==> config.mk <==
export PLATFORM = sky130hd
export DESIGN_NAME = vga_stream_gen_flat
export DESIGN_NICKNAME = d
export VERILOG_FILES = /design/src/rtl/vga_stream_gen_if.sv /design/src/rtl/vga_stream_gen.sv /design/src/flat_wrapper.sv
export SDC_FILE = /design/constraint.sdc
export NUM_CORES = 1
export LEC_CHECK = 0
export CAP_MARGIN = 20
export CELL_PAD_IN_SITES_DETAIL_PLACEMENT = 1
export CELL_PAD_IN_SITES_GLOBAL_PLACEMENT = 2
export CORE_MARGIN = 2
export CORE_UTILIZATION = 25
export CTS_BUF_LIST = sky130_fd_sc_hd__clkbuf_8
export CTS_CLUSTER_DIAMETER = 80
export DETAILED_ROUTE_END_ITERATION = 8
export GPL_ROUTABILITY_DRIVEN = 0
export PLACE_DENSITY = 0.65
export RECOVER_POWER = 25
export SLEW_MARGIN = 10
export SYNTH_ARGS = -nofsm -noshare
export SYNTH_HDL_FRONTEND = slang
export SYNTH_SLANG_ARGS = --single-unit
export TNS_END_PERCENT = 1
==> constraint.sdc <==
create_clock -name clk -period 5.5 [get_ports clk]
set_input_delay 0.55 -clock clk [delete_from_list [all_inputs] [get_ports clk]]
set_output_delay 0.55 -clock clk [all_outputs]
set_load 0.005 [all_outputs]
==> src/rtl/vga_stream_gen_if.sv <==
// vga_stream_gen_if: processed-pixel stream (frame/line valid, pixel strobe, RGB565, coordinates).
interface vga_stream_gen_if;
  logic        post_vs;
  logic        post_hs;
  logic        post_clken;
  logic [15:0] post_imgdata;
  logic [11:0] px;
  logic [11:0] py;

  modport master (output post_vs, post_hs, post_clken, post_imgdata, px, py);
  modport slave  (input  post_vs, post_hs, post_clken, post_imgdata, px, py);
endinterface

==> src/rtl/vga_stream_gen.sv <==
// vga_stream_gen: counter-timed RGB565 pixel-stream source pulling from a 1-cycle-latency FIFO.
// Optional macro PATTERN_GEN_EN adds pattern_sel and an internal 8-bar colour pattern.
module vga_stream_gen #(
  parameter int          H_ACTIVE        = 640,
  parameter int          H_BLANK         = 160,
  parameter int          V_ACTIVE        = 480,
  parameter int          V_BLANK         = 45,
  parameter int          CLK_DIV         = 1,
  parameter logic [15:0] UNDERFLOW_COLOR = 16'hF800
) (
  input  logic             clk,
  input  logic             rst_n,
  input  logic             en,
`ifdef PATTERN_GEN_EN
  input  logic             pattern_sel,
`endif
  input  logic             fifo_empty,
  input  logic [15:0]      fifo_rd_data,
  output logic             fifo_rd_en,
  vga_stream_gen_if.master stream,
  output logic             frame_done,
  output logic [15:0]      underflow_cnt
);

  localparam int            DW       = (CLK_DIV > 1) ? $clog2(CLK_DIV) : 1;
  localparam logic [DW-1:0] DIV_LAST = DW'(CLK_DIV - 1);
  localparam logic [11:0]   H_ACT    = 12'(H_ACTIVE);
  localparam logic [11:0]   V_ACT    = 12'(V_ACTIVE);
  localparam logic [11:0]   H_LAST   = 12'(H_ACTIVE + H_BLANK - 1);
  localparam logic [11:0]   V_LAST   = 12'(V_ACTIVE + V_BLANK - 1);

  typedef enum logic {IDLE, RUN} state_t;
  state_t state, state_nxt;

  logic [DW-1:0] div;
  logic [11:0]   h, v;
  logic          run, tick, slot_end, line_end, frame_end, act, need, miss, start;
  logic          pat;
  logic [15:0]   pat_pix;

  // Pixel slot starts at div==0 (tick) and h/v step at the slot's last clk,
  // so every coordinate, including the first, spans exactly CLK_DIV clks.
  always_comb begin
    run       = (state == RUN);
    tick      = (div == '0);
    slot_end  = (div == DIV_LAST);
    line_end  = slot_end && (h == H_LAST);
    frame_end = line_end && (v == V_LAST);
    act       = (h < H_ACT) && (v < V_ACT);
    need      = run && act && tick;
    start     = 1'b0;
    state_nxt = state;
    case (state)
      IDLE: if (en) begin
        state_nxt = RUN;
        start     = 1'b1;
      end
      RUN: if (frame_end && !en) state_nxt = IDLE;
      default: state_nxt = IDLE;
    endcase
  end

  assign fifo_rd_en = need && !fifo_empty && !pat;
  assign miss       = need && fifo_empty && !pat;

  always_ff @(posedge clk or negedge rst_n) begin
    if (!rst_n) begin
      state <= IDLE;
      div   <= '0;
      h     <= '0;
      v     <= '0;
    end else begin
      state <= state_nxt;
      if (start || !run) begin
        div <= '0;
        h   <= '0;
        v   <= '0;
      end else begin
        div <= slot_end ? '0 : div + 1'b1;
        if (slot_end) begin
          h <= (h == H_LAST) ? '0 : h + 12'd1;
          if (h == H_LAST) v <= (v == V_LAST) ? '0 : v + 12'd1;
        end
      end
    end
  end

  always_ff @(posedge clk or negedge rst_n) begin
    if (!rst_n)                                 underflow_cnt <= '0;
    else if (start)                             underflow_cnt <= '0;
    else if (miss && (underflow_cnt != '1))     underflow_cnt <= underflow_cnt + 16'd1;
  end

`ifdef PATTERN_GEN_EN
  localparam logic [11:0] SEG_LAST = 12'(H_ACTIVE / 8 - 1);
  logic [11:0] seg;
  logic [2:0]  bar;
  logic        pat_mode;

  always_ff @(posedge clk or negedge rst_n) begin
    if (!rst_n) begin
      pat_mode <= 1'b0;
      seg      <= '0;
      bar      <= '0;
    end else begin
      if (start || (run && frame_end)) pat_mode <= pattern_sel;
      if (start || !run || line_end) begin
        seg <= '0;
        bar <= '0;
      end else if (slot_end && act) begin
        if (seg == SEG_LAST) begin
          seg <= '0;
          bar <= bar + 3'd1;
        end else begin
          seg <= seg + 12'd1;
        end
      end
    end
  end

  always_comb begin
    pat_pix = '0;
    case (bar)
      3'd0: pat_pix = 16'hFFFF;
      3'd1: pat_pix = 16'hFFE0;
      3'd2: pat_pix = 16'h07FF;
      3'd3: pat_pix = 16'h07E0;
      3'd4: pat_pix = 16'hF81F;
      3'd5: pat_pix = 16'hF800;
      3'd6: pat_pix = 16'h001F;
      default: pat_pix = 16'h0000;
    endcase
  end

  assign pat = pat_mode;
`else
  assign pat     = 1'b0;
  assign pat_pix = '0;
`endif

  logic        clken_q, miss_q, last_q, pat_q;
  logic [15:0] hold_q, pat_pix_q, pix;

  // FIFO data arrives in the stage-1 cycle, so the pixel is muxed live and latched for hold.
  assign pix                 = pat_q ? pat_pix_q : (miss_q ? UNDERFLOW_COLOR : fifo_rd_data);
  assign stream.post_clken   = clken_q;
  assign stream.post_imgdata = clken_q ? pix : hold_q;

  always_ff @(posedge clk or negedge rst_n) begin
    if (!rst_n) begin
      clken_q        <= 1'b0;
      miss_q         <= 1'b0;
      last_q         <= 1'b0;
      pat_q          <= 1'b0;
      pat_pix_q      <= '0;
      hold_q         <= '0;
      frame_done     <= 1'b0;
      stream.post_hs <= 1'b0;
      stream.post_vs <= 1'b0;
      stream.px      <= '0;
      stream.py      <= '0;
    end else begin
      clken_q        <= need;
      miss_q         <= miss;
      pat_q          <= pat;
      pat_pix_q      <= pat_pix;
      last_q         <= need && (h == H_ACT - 12'd1) && (v == V_ACT - 12'd1);
      frame_done     <= last_q;
      stream.post_hs <= run && act;
      stream.post_vs <= run && (v < V_ACT);
      stream.px      <= h;
      stream.py      <= v;
      if (!run)         hold_q <= '0;
      else if (clken_q) hold_q <= pix;
    end
  end

endmodule

==> src/flat_wrapper.sv <==
// flat-port wrapper written by rule: the top's interface ports become plain ports
module vga_stream_gen_flat 
#(
  parameter int          H_ACTIVE        = 640,
  parameter int          H_BLANK         = 160,
  parameter int          V_ACTIVE        = 480,
  parameter int          V_BLANK         = 45,
  parameter int          CLK_DIV         = 1,
  parameter logic [15:0] UNDERFLOW_COLOR = 16'hF800
)
  (clk, rst_n, en, fifo_empty, fifo_rd_data, fifo_rd_en, frame_done, underflow_cnt, stream_post_vs, stream_post_hs, stream_post_clken, stream_post_imgdata, stream_px, stream_py);
  vga_stream_gen_if stream_i ();
  input  logic clk;
  input  logic rst_n;
  input  logic en;
  input  logic fifo_empty;
  input  logic [15:0] fifo_rd_data;
  output logic fifo_rd_en;
  output logic frame_done;
  output logic [15:0] underflow_cnt;
  output wire logic [$bits(stream_i.post_vs)-1:0] stream_post_vs;
  output wire logic [$bits(stream_i.post_hs)-1:0] stream_post_hs;
  output wire logic [$bits(stream_i.post_clken)-1:0] stream_post_clken;
  output wire logic [$bits(stream_i.post_imgdata)-1:0] stream_post_imgdata;
  output wire logic [$bits(stream_i.px)-1:0] stream_px;
  output wire logic [$bits(stream_i.py)-1:0] stream_py;
  assign stream_post_vs = stream_i.post_vs;
  assign stream_post_hs = stream_i.post_hs;
  assign stream_post_clken = stream_i.post_clken;
  assign stream_post_imgdata = stream_i.post_imgdata;
  assign stream_px = stream_i.px;
  assign stream_py = stream_i.py;
  vga_stream_gen #(.H_ACTIVE(H_ACTIVE), .H_BLANK(H_BLANK), .V_ACTIVE(V_ACTIVE), .V_BLANK(V_BLANK), .CLK_DIV(CLK_DIV), .UNDERFLOW_COLOR(UNDERFLOW_COLOR)) u_core (.clk(clk), .rst_n(rst_n), .en(en), .fifo_empty(fifo_empty), .fifo_rd_data(fifo_rd_data), .fifo_rd_en(fifo_rd_en), .stream(stream_i), .frame_done(frame_done), .underflow_cnt(underflow_cnt));
endmodule
* Yosys cells after proc, flatten, opt, wreduce, memory -nomap -nowiden
Index checks and enable logic that the tools add are counted.
** Storage, ports and cells
- Memory bits (writable) :: 0
- ROM bits :: 0
- Output and inout port bits :: 61
- Memories :: 0
- Bits of input ports :: 20
- Latch bits :: 0
- Bits in registers :: 88
** Operators by class
- Shifts and indexed selects :: 0
- Div/mod/pow operators :: 0
- Bitwise gates (word level) :: 2
- Reductions and logical operators :: 19
- Muxes and demuxes :: 18
- Multiply operators :: 0
- Equality and inequality tests :: 6
- $add $sub $neg :: 4
- Magnitude comparators :: 2
** Operator list (number)
- two-way mux 12 bit :: 7
- two-way mux 16 bit :: 5
- equality test 12 x 10 -> 1 bit (second input constant) :: 3
- adder 12 x 1 -> 12 bit (second input constant) :: 2
- adder 16 x 1 -> 16 bit (second input constant) :: 1
- inequality test 16 bit (second input constant) :: 1
- equality test 12 x 9 -> 1 bit (second input constant) :: 1
- logical AND 1 bit :: 12
- < comparator 12 x 10 -> 1 bit (second input constant) :: 1
- < comparator 12 x 9 -> 1 bit (second input constant) :: 1
- two-way mux 1 bit :: 5
- nonzero test 2 bit :: 2
- logical NOT 1 bit :: 3
- inequality test 2 bit (second input constant) :: 1
- NOT 1 bit :: 2
- case mux 1 bit (2 select lines) :: 1
- AND reduction 2 bit :: 1
- adder 1 bit (second input constant) :: 1
- logical OR 1 bit :: 1

* Depth between registers and ports, before layout
- Word-level depth :: 8
- Gate-level depth with buffers :: 8
- Depth with buffers taken out :: 7

* Least setup slack after synthesis
No wires, ideal clock.
- Path kind :: register -> register
- Start :: register u_core.v[5]
- End :: register u_core.v[10]
- Setup slack :: 3.591 ns
- Arrival time :: 1.770 ns
- Stages on the path, launching flop included :: 8
- Period minus slack after synthesis :: 1.909 ns
- Path buffers :: 2
- Cell sequence :: dfrtp_1 -> clkbuf_1 -> or3_1 -> o31a_1 -> and2_1 -> buf_2 -> a41oi_2 -> a31oi_1
** Between the ends
- Word-level cells in the longest chain between the ends :: 5
** RTL lines
- start, declared :: RTL line vga_stream_gen.sv:36 : logic [11:0] h, v;
- start signal, assigned :: RTL line vga_stream_gen.sv:82 : if (h == H_LAST) v <= (v == V_LAST) ? '0 : v + 12'd1;
- adder 12 x 1 -> 12 bit or equality test 12 x 10 -> 1 bit (tied branches) :: RTL line vga_stream_gen.sv:82
- two-way mux 12 bit (*) (2 in series) :: RTL line vga_stream_gen.sv:82
- two-way mux 12 bit (*) :: RTL line vga_stream_gen.sv:80 : if (slot_end) begin
- two-way mux 12 bit (*) :: RTL line vga_stream_gen.sv:74 : if (start || !run) begin
Mark *: on every way between the ends. The rest lies on a longest branch, timed or not. The select of a mux whose other input is x is not followed.
A chain may end at the register's enable or synchronous reset.

* Final worst setup path
- Start :: register u_core.clken_q (netlist: u_core.stream.post_clken)
- End :: output stream_post_imgdata[7]
** Between the ends
- Word-level cells in the longest chain between the ends :: 1
** RTL lines
- start, declared :: RTL line vga_stream_gen.sv:141 : logic clken_q, miss_q, last_q, pat_q;
- start signal, assigned :: RTL line vga_stream_gen.sv:163 : clken_q <= need;
- two-way mux 16 bit :: RTL line vga_stream_gen.sv:147 : assign stream.post_imgdata = clken_q ? pix : hold_q;
- end, declared :: RTL line flat_wrapper.sv:24 : output wire logic [$bits(stream_i.post_imgdata)-1:0] stream_post_imgdata;
Every way passes these cells.

==> flow_metrics.py <==
metrics = {
    "clock_network": {
        "cts_inserted_buffers": 9,
        "cts_num_sinks": 86,
        "cts_h_tree_depth": 3,
        "clockRootBuffer": "sky130_fd_sc_hd__clkbuf_8",
        "tritoncts": "done",
        "clock_path_buffers": 2,
        "post_cts_resized": 0,
        "clkTransAtPathRegs_ns": 0.08,
        "post_cts_hold_buffer_count": 0,
        "clkLatencyLatePin_ns": 0.36,
        "post-cts-setup-buffers": 0,
    },
    "outcome": {
        "status": "finished, violations left",
        "violated_checks": "max-capacitance violations, max-slew violations",
    },
    "floorplan": {
        "die_width_um": 126,
        "boundaryPins": 81,
        "fp.dieArea_um2": 15900,
        "floorplan.initialDensity_pct": 25.6,
        "fp.dieH_um": 126,
        "fp.coreArea_um2": 14500,
        "num_rows": 44,
    },
    "worst_hold_path": {
        "hold_start": "u_core.last_q",
        "timing.hold.worst_endpoint": "u_core.frame_done",
        "min_path_type": "register to register",
        "hold_path_depth": 0,
    },
    "worst_setup_path": {
        "critPathArrivalTime_ns": 2.69,
        "worst_r2r_endpoint": "u_core.underflow_cnt[5]",
        "r2r.worst_path.cells": 5,
        "worst-setup-path-type": "register to output pin",
        "crit_path_start_kind": "register",
        "worst-r2r-setup-slack_ns": 2.69,
        "worstPathRequired_ns": 4.95,
        "worst_r2r_startpoint": "u_core.run",
        "worst_setup_path_end_kind": "output pin",
        "worst-path-max-fanout": 21,
    },
    "synthesis": {
        "ys.warnings.count": 0,
        "synthesis.instances": 360,
        "synth.ff_latch_count": 86,
        "synth_top_flop_cell": "sky130_fd_sc_hd__dfrtp_1",
        "synth.most_common_cell": "sky130_fd_sc_hd__dfrtp_1",
        "yosys.area.top_type_share_pct": 57.9,
        "syn_area_per_cell_um2": 10.3,
        "synthesis.area_um2": 3720,
        "synth_commonest_cells": "sky130_fd_sc_hd__dfrtp_1, sky130_fd_sc_hd__nand2_1, sky130_fd_sc_hd__o21ai_0, sky130_fd_sc_hd__nor2_1",
        "library_cell_with_the_largest_summed_area_after_synthesis": "sky130_fd_sc_hd__dfrtp_1",
        "syn_nets": 384,
        "async_reset_ff_share_pct": 100,
        "share_of_synthesized_area_occupied_by_flip_flops_and_latches_pct": 57.9,
        "count_of_flip_flops_with_a_built_in_enable_after_synthesis": 0,
        "post_synth_main_area_contributors": "sky130_fd_sc_hd__dfrtp_1, sky130_fd_sc_hd__o21ai_0, sky130_fd_sc_hd__nand2_1",
        "netlist-cell-type-count": 43,
    },
    "placement": {
        "dp.final_hpwl_mm": 6.90,
        "post-place-cells": 609,
        "io_buffer_count": 80,
        "pre_cts_slack_ns": 2.41,
    },
    "drt": {
        "wirelength_mm": 9.99,
        "dr_total_vias": 2904,
        "detail_route.drc_violations": 0,
        "dr.pass1.iters": 7,
        "ant_nets": 0,
        "routed_length_per_placed_instance_um": 16.0,
        "vias_per_cell": 4.66,
        "drt_iter0_markers": 137,
    },
    "layout": {
        "nets": 460,
        "layout.filler_cells": 1654,
        "insertedDiodeCount": 0,
        "layoutNonFillerInstCount": 623,
        "final_layout_size_suffix_gt1_share_pct": 3.87,
        "area_growth_syn_to_layout_pct": 31.1,
    },
    "grt": {
        "via_count_of_the_first_global_routing_pass": 3090,
        "grt.met1_usage_pct": 17.2,
        "grt_use_met2_pct": 22.0,
        "grt_first_pass_wirelength_mm": 16.7,
        "grt_max_degree": 54,
        "globalRouteTotalUtil_pct": 13.2,
        "gr-usage-met3_pct": 2.25,
        "antenna_violations_before_repair": 0,
        "globalRoute.totalOverflow": 0,
        "top_usage_layer": "met2",
    },
    "sta": {
        "rsz0062_at_grt": "no",
        "final_critical_path_setup_slack_ns": 2.26,
        "layout_min_cycle_time_ns": 3.24,
        "setup-tns-final_ns": 0,
        "max-slew-margin-rel_pct": -30.3,
        "final_hold_slack_ns": 0.355,
        "worstMarginPinSlew_ns": 1.95,
        "post-route-period-util_pct": 58.9,
        "fmax_mhz": 309,
        "drv_slew": 35,
        "fin_skew_ns": 0.0132,
        "setup-violations-final": 0,
        "hold_violations": 0,
    },
    "power_and_ir_drop": {
        "p_leak_nw": 2.06,
        "power_per_cell_area_nw_per_um2": 303,
        "power.ir.vdd_worst_mv": 0.0949,
        "power_mw": 1.48,
    },
    "run": {
        "max_cap_violations": 1,
    },
}
[placed cells by master, fill, tap and decap left out, types with 2 or more instances in the layout]
| master | Yosys | final |
|---|---|---|
| sky130_fd_sc_hd__dfrtp_1 | 86 | 86 |
| sky130_fd_sc_hd__clkdlybuf4s50_1 | 0 | 79 |
| sky130_fd_sc_hd__nand2_1 | 37 | 37 |
| sky130_fd_sc_hd__o21ai_0 | 29 | 29 |
| sky130_fd_sc_hd__nor2_1 | 26 | 26 |
| sky130_fd_sc_hd__nand3_1 | 21 | 21 |
| sky130_fd_sc_hd__and2_1 | 21 | 21 |
| sky130_fd_sc_hd__inv_1 | 19 | 20 |
| sky130_fd_sc_hd__a21oi_1 | 10 | 10 |
| sky130_fd_sc_hd__a31oi_1 | 9 | 9 |
| sky130_fd_sc_hd__clkbuf_8 | 0 | 9 |
| sky130_fd_sc_hd__and3_1 | 8 | 8 |
| sky130_fd_sc_hd__xnor2_1 | 8 | 8 |
| sky130_fd_sc_hd__nand4_1 | 6 | 6 |
| sky130_fd_sc_hd__or3_1 | 6 | 6 |
| sky130_fd_sc_hd__o31ai_1 | 6 | 6 |
| sky130_fd_sc_hd__xor2_1 | 5 | 5 |
| sky130_fd_sc_hd__nand2b_1 | 4 | 4 |
| sky130_fd_sc_hd__nor3_1 | 4 | 4 |
| sky130_fd_sc_hd__nor2b_1 | 4 | 4 |
| sky130_fd_sc_hd__o22a_1 | 4 | 4 |
| sky130_fd_sc_hd__ha_1 | 4 | 4 |
| sky130_fd_sc_hd__and4_1 | 3 | 3 |
| sky130_fd_sc_hd__or4_1 | 3 | 3 |
| sky130_fd_sc_hd__a21o_1 | 3 | 3 |
| sky130_fd_sc_hd__nor4b_1 | 2 | 2 |
| sky130_fd_sc_hd__a41oi_1 | 2 | 2 |
| sky130_fd_sc_hd__bufinv_16 | 0 | 2 |
[worst max path at each step]
stage                                         from                 endpoint
after floorplan                        u_core.v[5]             u_core.v[10]
after global placement                  fifo_empty  u_core.underflow_cnt[5]
after detailed placement                fifo_empty  u_core.underflow_cnt[5]
after CTS                 u_core.stream.post_clken   stream_post_imgdata[7]
after global routing      u_core.stream.post_clken   stream_post_imgdata[7]
final                     u_core.stream.post_clken   stream_post_imgdata[7]
[cell type report]
class / count / area [um2] / area share, %
multi-input combinational: 239 / 1420 / 29.1
inverter: 19 / 71.3 / 1.46
clock buffer: 9 / 124 / 2.54
sequential: 86 / 2150 / 44.1
tap: 184 / 230 / 4.72
timing repair buffer: 81 / 802 / 16.4
clock inverter: 5 / 77.6 / 1.59
[per-stage QoR]
| stage | utilization, % | area, um2 |
|---|---|---|
| final | 33.6 | 4880 |
| after global routing | 33.6 | 4880 |
| after CTS | 33.6 | 4880 |
| after detailed placement | 32.2 | 4680 |
| after global placement | 32.2 | 4680 |
| after floorplan | - | 3720 |
[registers in the layout, summed over array words and instances, names as in the netlist]
register / flops
u_core.last_q: 1
u_core.frame_done: 1
u_core.stream.py: 12
u_core.v: 12
u_core.miss_q: 1
u_core.underflow_cnt: 16
u_core.stream.px: 12
u_core.hold_q: 16
u_core.run: 1
u_core.stream.post_vs: 1
u_core.stream.post_clken: 1
u_core.h: 12
[routing by layer]
metal  part of all wire (%)  vias to the layer above
met5                      0                        -
met3                    3.3                       10
met2                     49                       49
li1                       -                     1394
met1                     46                     1451
met4                    1.7                        0
[cell families (layout without fill, tap and decap cells)]
| family | Yosys count | in the layout | synth area share [%] |
|---|---|---|---|
| flops | 86 | 86 | 57.9 |
| fa+ha+maj | 4 | 4 | 1.35 |
| buf+inv | 35 | 114 | 3.94 |
| compound gates | 68 | 68 | 11.4 |
| simple gates | 154 | 154 | 22.4 |
| xor+xnor | 13 | 13 | 3.06 |
[report_power, final]
group	switching [mW]	leakage (nW)	internal, mW	total [mW]
sequential	0.0685	1.12	0.702	0.771
clock	0.224	0.106	0.249	0.473
combinational	0.0906	0.838	0.142	0.233
[worst max-delay path, stage by stage (launching register included)]
cell and delay (ns):
sky130_fd_sc_hd__dfrtp_1 0.77, sky130_fd_sc_hd__nor2b_1 0.74, sky130_fd_sc_hd__nand2_1 0.10, sky130_fd_sc_hd__o21ai_0 0.15, sky130_fd_sc_hd__clkdlybuf4s50_1 0.57
Note: power is estimated with default switching activity, not from simulation.
